**src/rtl/mac_pkg.sv**
```systemverilog
// Shared definitions for the streaming MAC unit.
// Holds the packet mode codes, the packet-control FSM encoding and the
// elaboration-time width check used by the top.
package mac_pkg;

  typedef logic [1:0] mac_mode_t;

  localparam mac_mode_t MAC_DOT    = 2'd0;
  localparam mac_mode_t MAC_HORNER = 2'd1;
  localparam mac_mode_t MAC_LINEAR = 2'd2;

  typedef enum logic [0:0] {
    StIdle  = 1'b0,
    StAccum = 1'b1
  } mac_state_e;

  // The accumulator must hold a full product plus one carry bit.
  function automatic bit acc_w_ok(int unsigned data_w, int unsigned acc_w);
    return acc_w >= 2 * data_w + 1;
  endfunction

  // Reserved code 3 decodes exactly like LINEAR.
  function automatic bit is_linear(mac_mode_t mode);
    return (mode != MAC_DOT) && (mode != MAC_HORNER);
  endfunction

endpackage

```
**src/rtl/mac_sat_step.sv**
```systemverilog
// One combinational accumulator step for the streaming MAC unit.
// Forms the step result at full width, flags any bits above ACC_W-1 and
// optionally clamps to all-ones.
//   mode_i : packet mode (DOT / HORNER / LINEAR, 3 acts as LINEAR)
//   acc_i  : accumulator value entering the step (already cleared on packet start)
//   a_i, b_i, c_i : beat operands
//   res_o  : ACC_W-bit step result (clamped or wrapped)
//   ovf_o  : the full-width result did not fit in ACC_W bits
module mac_sat_step
  import mac_pkg::*;
#(
  parameter int unsigned DATA_W   = 8,
  parameter int unsigned ACC_W    = 20,
  parameter bit          SATURATE = 1'b1
) (
  input  mac_mode_t          mode_i,
  input  logic [ACC_W-1:0]   acc_i,
  input  logic [DATA_W-1:0]  a_i,
  input  logic [DATA_W-1:0]  b_i,
  input  logic [DATA_W-1:0]  c_i,
  output logic [ACC_W-1:0]   res_o,
  output logic               ovf_o
);

  // Wide enough for acc*b + a, the largest of the three forms.
  localparam int unsigned FullW = ACC_W + DATA_W + 1;

  logic [FullW-1:0] acc_x, a_x, b_x, c_x, full;

  assign acc_x = FullW'(acc_i);
  assign a_x   = FullW'(a_i);
  assign b_x   = FullW'(b_i);
  assign c_x   = FullW'(c_i);

  always_comb begin
    full = '0;
    case (mode_i)
      MAC_DOT:    full = acc_x + a_x * b_x;
      MAC_HORNER: full = acc_x * b_x + a_x;
      default:    full = a_x * b_x + c_x;
    endcase
  end

  always_comb begin
    ovf_o = |full[FullW-1:ACC_W];
    res_o = (SATURATE && ovf_o) ? '1 : full[ACC_W-1:0];
  end

endmodule

```
**src/rtl/mac_stream_unit.sv**
```systemverilog
// Streaming multiply-accumulate unit with packetised mode selection.
// Two-stage pipeline: S1 registers the accepted beat, S2 runs one accumulator
// step and loads the output register on the packet's last beat.
//   clk, reset_n          : clock, asynchronous active-low reset
//   in_valid/in_ready     : operand beat handshake
//   in_a, in_b, in_c      : operands (HORNER: coefficient / x; c used in LINEAR only)
//   in_last               : final beat of packet (ignored in LINEAR)
//   in_mode               : sampled on the first beat of a packet
//   out_valid/out_ready   : result handshake
//   out_data, out_ovf     : result and sticky packet overflow flag
module mac_stream_unit
  import mac_pkg::*;
#(
  parameter int unsigned DATA_W   = 8,
  parameter int unsigned ACC_W    = 20,
  parameter bit          SATURATE = 1'b1
) (
  input  logic              clk,
  input  logic              reset_n,
  input  logic              in_valid,
  output logic              in_ready,
  input  logic [DATA_W-1:0] in_a,
  input  logic [DATA_W-1:0] in_b,
  input  logic [DATA_W-1:0] in_c,
  input  logic              in_last,
  input  logic [1:0]        in_mode,
  output logic              out_valid,
  input  logic              out_ready,
  output logic [ACC_W-1:0]  out_data,
  output logic              out_ovf
);

  if (!acc_w_ok(DATA_W, ACC_W)) begin : gen_acc_w_check
    $error("mac_stream_unit: ACC_W must be at least 2*DATA_W+1");
  end

  // Packet control
  mac_state_e state_q, state_d;
  mac_mode_t  mode_q, mode_d;

  // S1 beat register
  logic              s1_valid_q, s1_valid_d;
  logic [DATA_W-1:0] s1_a_q, s1_a_d, s1_b_q, s1_b_d, s1_c_q, s1_c_d;
  logic              s1_first_q, s1_first_d, s1_last_q, s1_last_d;
  mac_mode_t         s1_mode_q, s1_mode_d;

  // S2 accumulator and output register
  logic [ACC_W-1:0]  acc_q, acc_d, out_data_q, out_data_d;
  logic              ovf_q, ovf_d, out_valid_q, out_valid_d, out_ovf_q, out_ovf_d;

  logic              advance, accept, beat_first, beat_last;
  mac_mode_t         beat_mode;
  logic [ACC_W-1:0]  step_acc, step_res, acc_new;
  logic              step_ovf, ovf_pkt;

  // Whole pipeline stalls only while a result is waiting on the collector.
  assign advance  = !(out_valid_q && !out_ready);
  assign accept   = in_valid && advance;
  assign in_ready = advance;

  assign beat_first = (state_q == StIdle);
  assign beat_mode  = beat_first ? in_mode : mode_q;
  assign beat_last  = is_linear(beat_mode) || in_last;

  always_comb begin
    state_d = state_q;
    mode_d  = mode_q;
    if (accept) begin
      mode_d  = beat_mode;
      state_d = beat_last ? StIdle : StAccum;
    end
  end

  always_comb begin
    s1_valid_d = s1_valid_q;
    s1_a_d     = s1_a_q;
    s1_b_d     = s1_b_q;
    s1_c_d     = s1_c_q;
    s1_first_d = s1_first_q;
    s1_last_d  = s1_last_q;
    s1_mode_d  = s1_mode_q;
    if (advance) begin
      s1_valid_d = in_valid;
      if (in_valid) begin
        s1_a_d     = in_a;
        s1_b_d     = in_b;
        s1_c_d     = in_c;
        s1_first_d = beat_first;
        s1_last_d  = beat_last;
        s1_mode_d  = beat_mode;
      end
    end
  end

  // A packet's first beat starts from a cleared accumulator and flag.
  assign step_acc = s1_first_q ? '0 : acc_q;

  mac_sat_step #(
    .DATA_W   (DATA_W),
    .ACC_W    (ACC_W),
    .SATURATE (SATURATE)
  ) u_step (
    .mode_i (s1_mode_q),
    .acc_i  (step_acc),
    .a_i    (s1_a_q),
    .b_i    (s1_b_q),
    .c_i    (s1_c_q),
    .res_o  (step_res),
    .ovf_o  (step_ovf)
  );

  // Once saturated, stay pinned for the rest of the packet even if a later
  // step (e.g. HORNER with x=0) would fit again.
  assign ovf_pkt = (s1_first_q ? 1'b0 : ovf_q) | step_ovf;
  assign acc_new = (SATURATE && ovf_pkt) ? '1 : step_res;

  always_comb begin
    acc_d       = acc_q;
    ovf_d       = ovf_q;
    out_valid_d = out_valid_q;
    out_data_d  = out_data_q;
    out_ovf_d   = out_ovf_q;
    if (advance) begin
      out_valid_d = s1_valid_q && s1_last_q;
      if (s1_valid_q) begin
        acc_d = acc_new;
        ovf_d = ovf_pkt;
        if (s1_last_q) begin
          out_data_d = acc_new;
          out_ovf_d  = ovf_pkt;
        end
      end
    end
  end

  always_ff @(posedge clk or negedge reset_n) begin
    if (!reset_n) begin
      state_q     <= StIdle;
      mode_q      <= MAC_DOT;
      s1_valid_q  <= 1'b0;
      s1_a_q      <= '0;
      s1_b_q      <= '0;
      s1_c_q      <= '0;
      s1_first_q  <= 1'b0;
      s1_last_q   <= 1'b0;
      s1_mode_q   <= MAC_DOT;
      acc_q       <= '0;
      ovf_q       <= 1'b0;
      out_valid_q <= 1'b0;
      out_data_q  <= '0;
      out_ovf_q   <= 1'b0;
    end else begin
      state_q     <= state_d;
      mode_q      <= mode_d;
      s1_valid_q  <= s1_valid_d;
      s1_a_q      <= s1_a_d;
      s1_b_q      <= s1_b_d;
      s1_c_q      <= s1_c_d;
      s1_first_q  <= s1_first_d;
      s1_last_q   <= s1_last_d;
      s1_mode_q   <= s1_mode_d;
      acc_q       <= acc_d;
      ovf_q       <= ovf_d;
      out_valid_q <= out_valid_d;
      out_data_q  <= out_data_d;
      out_ovf_q   <= out_ovf_d;
    end
  end

  assign out_valid = out_valid_q;
  assign out_data  = out_data_q;
  assign out_ovf   = out_ovf_q;

endmodule

```
**config.mk**
```make
export PLATFORM = sky130hd
export DESIGN_NAME = mac_stream_unit
export DESIGN_NICKNAME = d
export VERILOG_FILES = /design/src/rtl/mac_pkg.sv /design/src/rtl/mac_sat_step.sv /design/src/rtl/mac_stream_unit.sv
export SDC_FILE = /design/constraint.sdc
export NUM_CORES = 1
export LEC_CHECK = 0
export CORE_MARGIN = 2
export CORE_UTILIZATION = 50
export CTS_BUF_LIST = sky130_fd_sc_hd__clkbuf_8
export CTS_CLUSTER_SIZE = 20
export DETAILED_ROUTE_END_ITERATION = 8
export PLACE_DENSITY = 0.68
export SETUP_SLACK_MARGIN = 0.3
export SLEW_MARGIN = 30
export SYNTH_ARGS = -nofsm -noshare
export SYNTH_HDL_FRONTEND = slang
export SYNTH_HIERARCHICAL = 1
export SYNTH_SLANG_ARGS = --single-unit
```
**constraint.sdc**
```tcl
create_clock -name clk -period 18.5 [get_ports clk]
set_input_delay 2.775 -clock clk [delete_from_list [all_inputs] [get_ports clk]]
set_output_delay 2.775 -clock clk [all_outputs]
set_load 0.01 [all_outputs]
```
Yosys cells after proc, flatten, opt, wreduce, memory -nomap -nowiden
Index checks and enable logic that the tools add are counted.

Add/sub/neg operators: 3. Multiply operators: 2. Equality and inequality tests: 2. Multiplexer cells: 7. Bitwise gates (word level): 3. Reduce and logical (&&, ||, !) cells: 13.

Operators with widths (number): $mux 20 (3); $add 29x8->29 (2); $pmux 29 s2 (1); $mul 20x8->28 (1); $add 20x16->21 (1); $mul 8x8->16 (1); $reduce_or 9->1 (1); $logic_and 1x1->1 (4); $reduce_and 2->1 (2); $reduce_and 3->1 (1); $eq 2x1->1 const B (1); $logic_not 1->1 (2); $logic_not 2->1 (1); $mux 1 (2); $mux 2 (1); $ne 2x1->1 const B (1); $not 1->1 (2); $reduce_bool 2->1 (1); $logic_or 1x1->1 (1); $or 1x1->1 (1).

Register bits after elaboration: 75. Output and inout bits: 23.

Longest topological paths before layout
Depth in word-level cells: 7. Depth in mapped cells: 31. Depth with buffers taken out: 27.

Hierarchy
Netlist, hierarchy kept.

Modules (own cells, without submodules): mac_sat_step (times used 1, cells an instance 1166, area each 9397.8 sq um, seq. area each 0.0 sq um); mac_stream_unit (times used 1, cells an instance 269, area each 3105.5 sq um, seq. area each 1826.8 sq um).

Worst setup path before layout
No wires, ideal clock.

Kind: register to register. Start: reg s1_b_q[7]. End: reg acc_q[10]. Setup time: 77 ps. Data arrival time: 6665 ps. Required time: 18423 ps. Setup slack: 11758 ps. Cell stages (with the launch flop): 28. Path buffers: 4. Clock period less this slack: 6742 ps. Path through: dfrtp_1 clkbuf_1 clkbuf_1 nand2_1 fa_1 fa_1 inv_1 fa_1 inv_1 fa_1 inv_1 ha_1 nand3_1 o211ai_1 or3b_2 o221ai_1 xnor2_1 ha_1 nand2_1 o41ai_1 and3_1 o21ai_0 a41o_2 buf_4 inv_1 clkbuf_1 a211oi_1 a21oi_1.

Word-level cells in the longest chain between the ends: 6.

Ends and longest elaborated chain: start: declaration (RTL line mac_stream_unit.sv:43) `logic [DATA_W-1:0] s1_a_q, s1_a_d, s1_b_q, s1_b_d, s1_c_q, s1_c_d;`; start signal: assignment (RTL line mac_stream_unit.sv:142) `s1_b_q <= '0;`; start signal: assignment (RTL line mac_stream_unit.sv:157) `s1_b_q <= s1_b_d;`; $mul 20x8->28 / $mul 8x8->16 (equally long branches) (RTL line mac_sat_step.sv:39, mac_sat_step.sv:38, mac_sat_step.sv:40); $add 29x8->29 (tied with other cells) (RTL line mac_sat_step.sv:39) `MAC_HORNER: full = acc_x * b_x + a_x;`; $pmux 29 s2 (*) (RTL line mac_sat_step.sv:37) `case (mode_i)`; $reduce_or 9->1 (*) (RTL line mac_sat_step.sv:45) `ovf_o = |full[FullW-1:ACC_W];`; net step_ovf (RTL line mac_stream_unit.sv:54) `logic step_ovf, ovf_pkt;`; $mux 20 / $or 1x1->1 (equally long branches) (RTL line mac_sat_step.sv:46, mac_stream_unit.sv:114); $mux 20 (*) (RTL line mac_stream_unit.sv:115) `assign acc_new = (SATURATE && ovf_pkt) ? '1 : step_res;`; end signal: assignment (RTL line mac_stream_unit.sv:147) `acc_q <= '0;`; end signal: assignment (RTL line mac_stream_unit.sv:162) `acc_q <= acc_d;`; end: declaration (RTL line mac_stream_unit.sv:48) `logic [ACC_W-1:0] acc_q, acc_d, out_data_q, out_data_d;`.

The timed path passes the listed nets; every way through them passes the cells marked *. A chain may end at the register's enable or synchronous reset.

Final worst setup path
Start: reg s1_b_q[7]. End: reg acc_q[0].

The elaborated chain is that of the path after synthesis.

==> summary.txt <==
status - completed
Tot GR Track Use - 0.258
Filler cells - 2,251
GRT Max-Usage Layer - met2
CTS tree - yes
crit-path max FO - 29
FFs w/ async S/R, synth - 1.00
# setup viols final - 0
Starting Density - 0.511
hold path depth - 2
routed vias - 10,093
Worst-path clk slew - 0.08 ns
Syn. warnings - 6
Routed WL - 32,600 um
Residual DRC - 0
Reg2Reg Depth - 25
Seq/Total Area, Yosys - 0.146
clock buffer depth - 2
worst slew pin tran - 0.975 ns
drt first pass iters - 5
Post-DP HPWL - 24,600 um
Synth Area in Compound Gates - 0.156
R2R Path End - acc_q[0]$_DFFE_PN0P_
postcts setup bufs - 0
Worst path max stage delay - 0.74 ns
die area - 26,300 sq um
WP data required - 18.77 ns
Hold Path Class - register to register
worst path bufs/invs - 4
met3 Usage GRT - 0.0291
routed vias/inst - 5.69
GRT overflow - 0
initial antenna violation count - 0
largest family of logic cells by synthesized area - adder cells
crit path kind - register to register
RePlAce Congestion - 0.890
Max Clk Rate - 128 MHz
clock sink count - 73
Antenna Nets Post-Route - 0
# hold bufs at CTS - 0
adder-cell area share of the yosys netlist - 0.373
Setup TNS Final - 0 ns
met1 usage - 0.375
Crit-path slowest cell - dfrtp_2
final hold vios - 0
M2 GR Usage - 0.422
IO buf count - 53
num rows - 57
Critical Path Sink Type - register
Post-Synth Simple-Gate Area - 0.175
minimum clock period - 7.82 ns
multi-input logic area - 9590 sq um
Reg2Reg Setup Slack - 10.68 ns
flops & latches, synth - 73
Resized Gates After CTS - 0
RSZ-0062 raised after global routing - false
Wirelength per Cell - 18.4 um
multiplexer share of the synthesized area - 0.0266
FF+latch area - 1840 sq um
MaxCap Viol Count - 0
Nets - 1,756
launch point of the worst reg-to-reg path - s1_b_q[7]$_DFFE_PN0P_
largest net degree at the start of global routing - 74
syn_nets - 1,746
fin crit share - 0.423
post-synthesis xor/xnor area fraction - 0.0364
clk root buf - clkbuf_8
Post-Synthesis Cells - 1,435
CP Data Arrival Time - 8.08 ns
Post-Syn Area - 12,500 sq um
layout cells sized above 1 - 0.0552
core box area - 24,500 sq um
CP delay by family, top - adder cells
Slew Limit Headroom - 0.349
critical path launch point type - register
first-pass GRT wire length - 54,200 um
EDFF count, synth - 0
Hold Startpoint - acc_q[8]$_DFFE_PN0P_
Final Slew Violations - 0
vias in the first global route - 10,468
Die W - 162 um
worst hold endpoint - acc_q[8]$_DFFE_PN0P_
post-synth cell types - 65
Worst Skew - 0.0129 ns
antenna fix cells - 0
Iter 0 DRT Violations - 697
worst skew pair latency - 0.35 ns
H-tree levels - 3
Area Overhead vs Synth - 7.86%
Chip Height - 162 um
IO Pins - 54
predominant post-synthesis flop cell - dfrtp_1
mean post-synth cell area - 8.71 sq um
CTS buffer count - 9
## per-stage QoR
stage               utilization  hold WS [ns]  cells  worst slack [ns]  area (sq um)
finish                    0.551         0.521   1773             10.68         13500
global route              0.551         0.539   1773             10.16         13500
global placement          0.541         0.497   1758             10.56         13200
CTS                       0.551         0.528   1773             10.54         13500
floorplan                     -         0.477   1435             11.76         12500
detailed placement        0.541         0.507   1758             10.57         13200
## final cells by class
cell class,count,area share
Clock inverter,6,0.00863
Tap cell,324,0.0301
Sequential cell,73,0.136
Multi-Input combinational cell,1086,0.711
Clock buffer,9,0.00919
Inverter,210,0.0585
Timing Repair Buffer,65,0.0461
## cells in the mapped netlist, drive strengths merged, types with 4 or more instances
| cell type | instances | area share |
|---|---|---|
| nor3 | 16 | 0.0064 |
| nor2b | 30 | 0.016 |
| nand2b | 5 | 0.0025 |
| xnor2 | 31 | 0.022 |
| a21oi | 116 | 0.046 |
| and3 | 7 | 0.0039 |
| clkbuf | 51 | 0.015 |
| nand2 | 128 | 0.039 |
| a21o | 16 | 0.0096 |
| o21ai | 50 | 0.020 |
| or2 | 4 | 0.0020 |
| nor3b | 6 | 0.0036 |
| and2 | 160 | 0.080 |
| ha | 126 | 0.13 |
| nor2 | 30 | 0.0090 |
| fa | 154 | 0.25 |
| o221ai | 4 | 0.0033 |
| buf | 15 | 0.0091 |
| mux2i | 4 | 0.0032 |
| dfrtp | 73 | 0.15 |
| a211oi | 35 | 0.021 |
| o41ai | 4 | 0.0028 |
| mux2 | 26 | 0.023 |
| nand3 | 18 | 0.0072 |
| a31oi | 24 | 0.012 |
| inv | 209 | 0.063 |
| nand4 | 4 | 0.0020 |
| o21a | 12 | 0.0072 |
| o211ai | 16 | 0.0096 |
| o21bai | 4 | 0.0024 |
| xor2 | 21 | 0.015 |
## metal layers
metal	vias to the layer above	part of all wire
li1	4739	-
met1	4990	0.45
met2	329	0.48
met3	35	0.058
met4	0	0.012
met5	-	0
## layout by cell type, fill, tap and decap left out, types with 5 or more instances in the layout
master           synthesis  layout
a211oi_1                34      34
a21o_1                  16      16
a21oi_1                116     116
a31oi_1                 24      24
and2_1                 160     160
and3_1                   6       6
buf_4                    1      12
clkbuf_8                 0       9
clkdlybuf4s50_1          0      52
dfrtp_1                 73      65
dfrtp_2                  0       8
fa_1                   154     154
ha_1                   126     126
inv_1                  208     208
mux2_2                  26      26
nand2_1                127     127
nand2b_1                 5       5
nand3_1                 18      18
nor2_1                  30      29
nor2b_1                 29      29
nor3_1                  16      16
nor3b_1                  6       6
o211ai_1                16      16
o21a_1                  12      12
o21ai_0                 43      43
o21ai_1                  7       7
xnor2_1                 31      31
xor2_1                  21      21
## cells by family (layout without fill, tap and decap cells)
family | after synthesis | count (layout)
AO/OA/AOI/OAI | 309 | 309
XOR/XNOR | 52 | 52
adder cells (fa/ha/maj) | 280 | 280
buffers and inverters | 276 | 290
flip-flops | 73 | 73
multiplexers | 30 | 30
AND/OR/NAND/NOR | 415 | 415
## state kept, by name, indices dropped and copies added (netlist names), named ones only
signal	count
s1_valid_q	1
s1_a_q	8
out_data	20
out_valid	1
acc_q	20
s1_last_q	1
ovf_q	1
s1_c_q	8
mode_q	1
state_q	1
out_ovf	1
s1_b_q	8
s1_first_q	1
## tightest hold or removal path, stage by stage, from the launching register on
cell and delay [ns]:
dfrtp_1 0.34, a21oi_1 0.04, a21oi_1 0.10
## worst max path at each step
| stage | from | to | slack, ns | cells after the start |
|---|---|---|---|---|
| 6_report | s1_b_q[7]$_DFFE_PN0P_ | acc_q[0]$_DFFE_PN0P_ | 10.68 | 25 |
| 5_1_grt | s1_b_q[5]$_DFFE_PN0P_ | acc_q[0]$_DFFE_PN0P_ | 10.16 | 24 |
| 4_1_cts | s1_b_q[2]$_DFFE_PN0P_ | acc_q[0]$_DFFE_PN0P_ | 10.54 | 24 |
| 3_5_place_dp | s1_b_q[2]$_DFFE_PN0P_ | acc_q[9]$_DFFE_PN0P_ | 10.57 | 24 |
| 3_3_place_gp | s1_b_q[7]$_DFFE_PN0P_ | out_data[17]$_DFFE_PN0P_ | 10.56 | 25 |
| 2_1_floorplan | s1_b_q[7]$_DFFE_PN0P_ | acc_q[10]$_DFFE_PN0P_ | 11.76 | 27 |
Power is left out: the tool's default activity adds up to more than one toggle a clock period on the data nets, which glitch-free logic cannot reach.
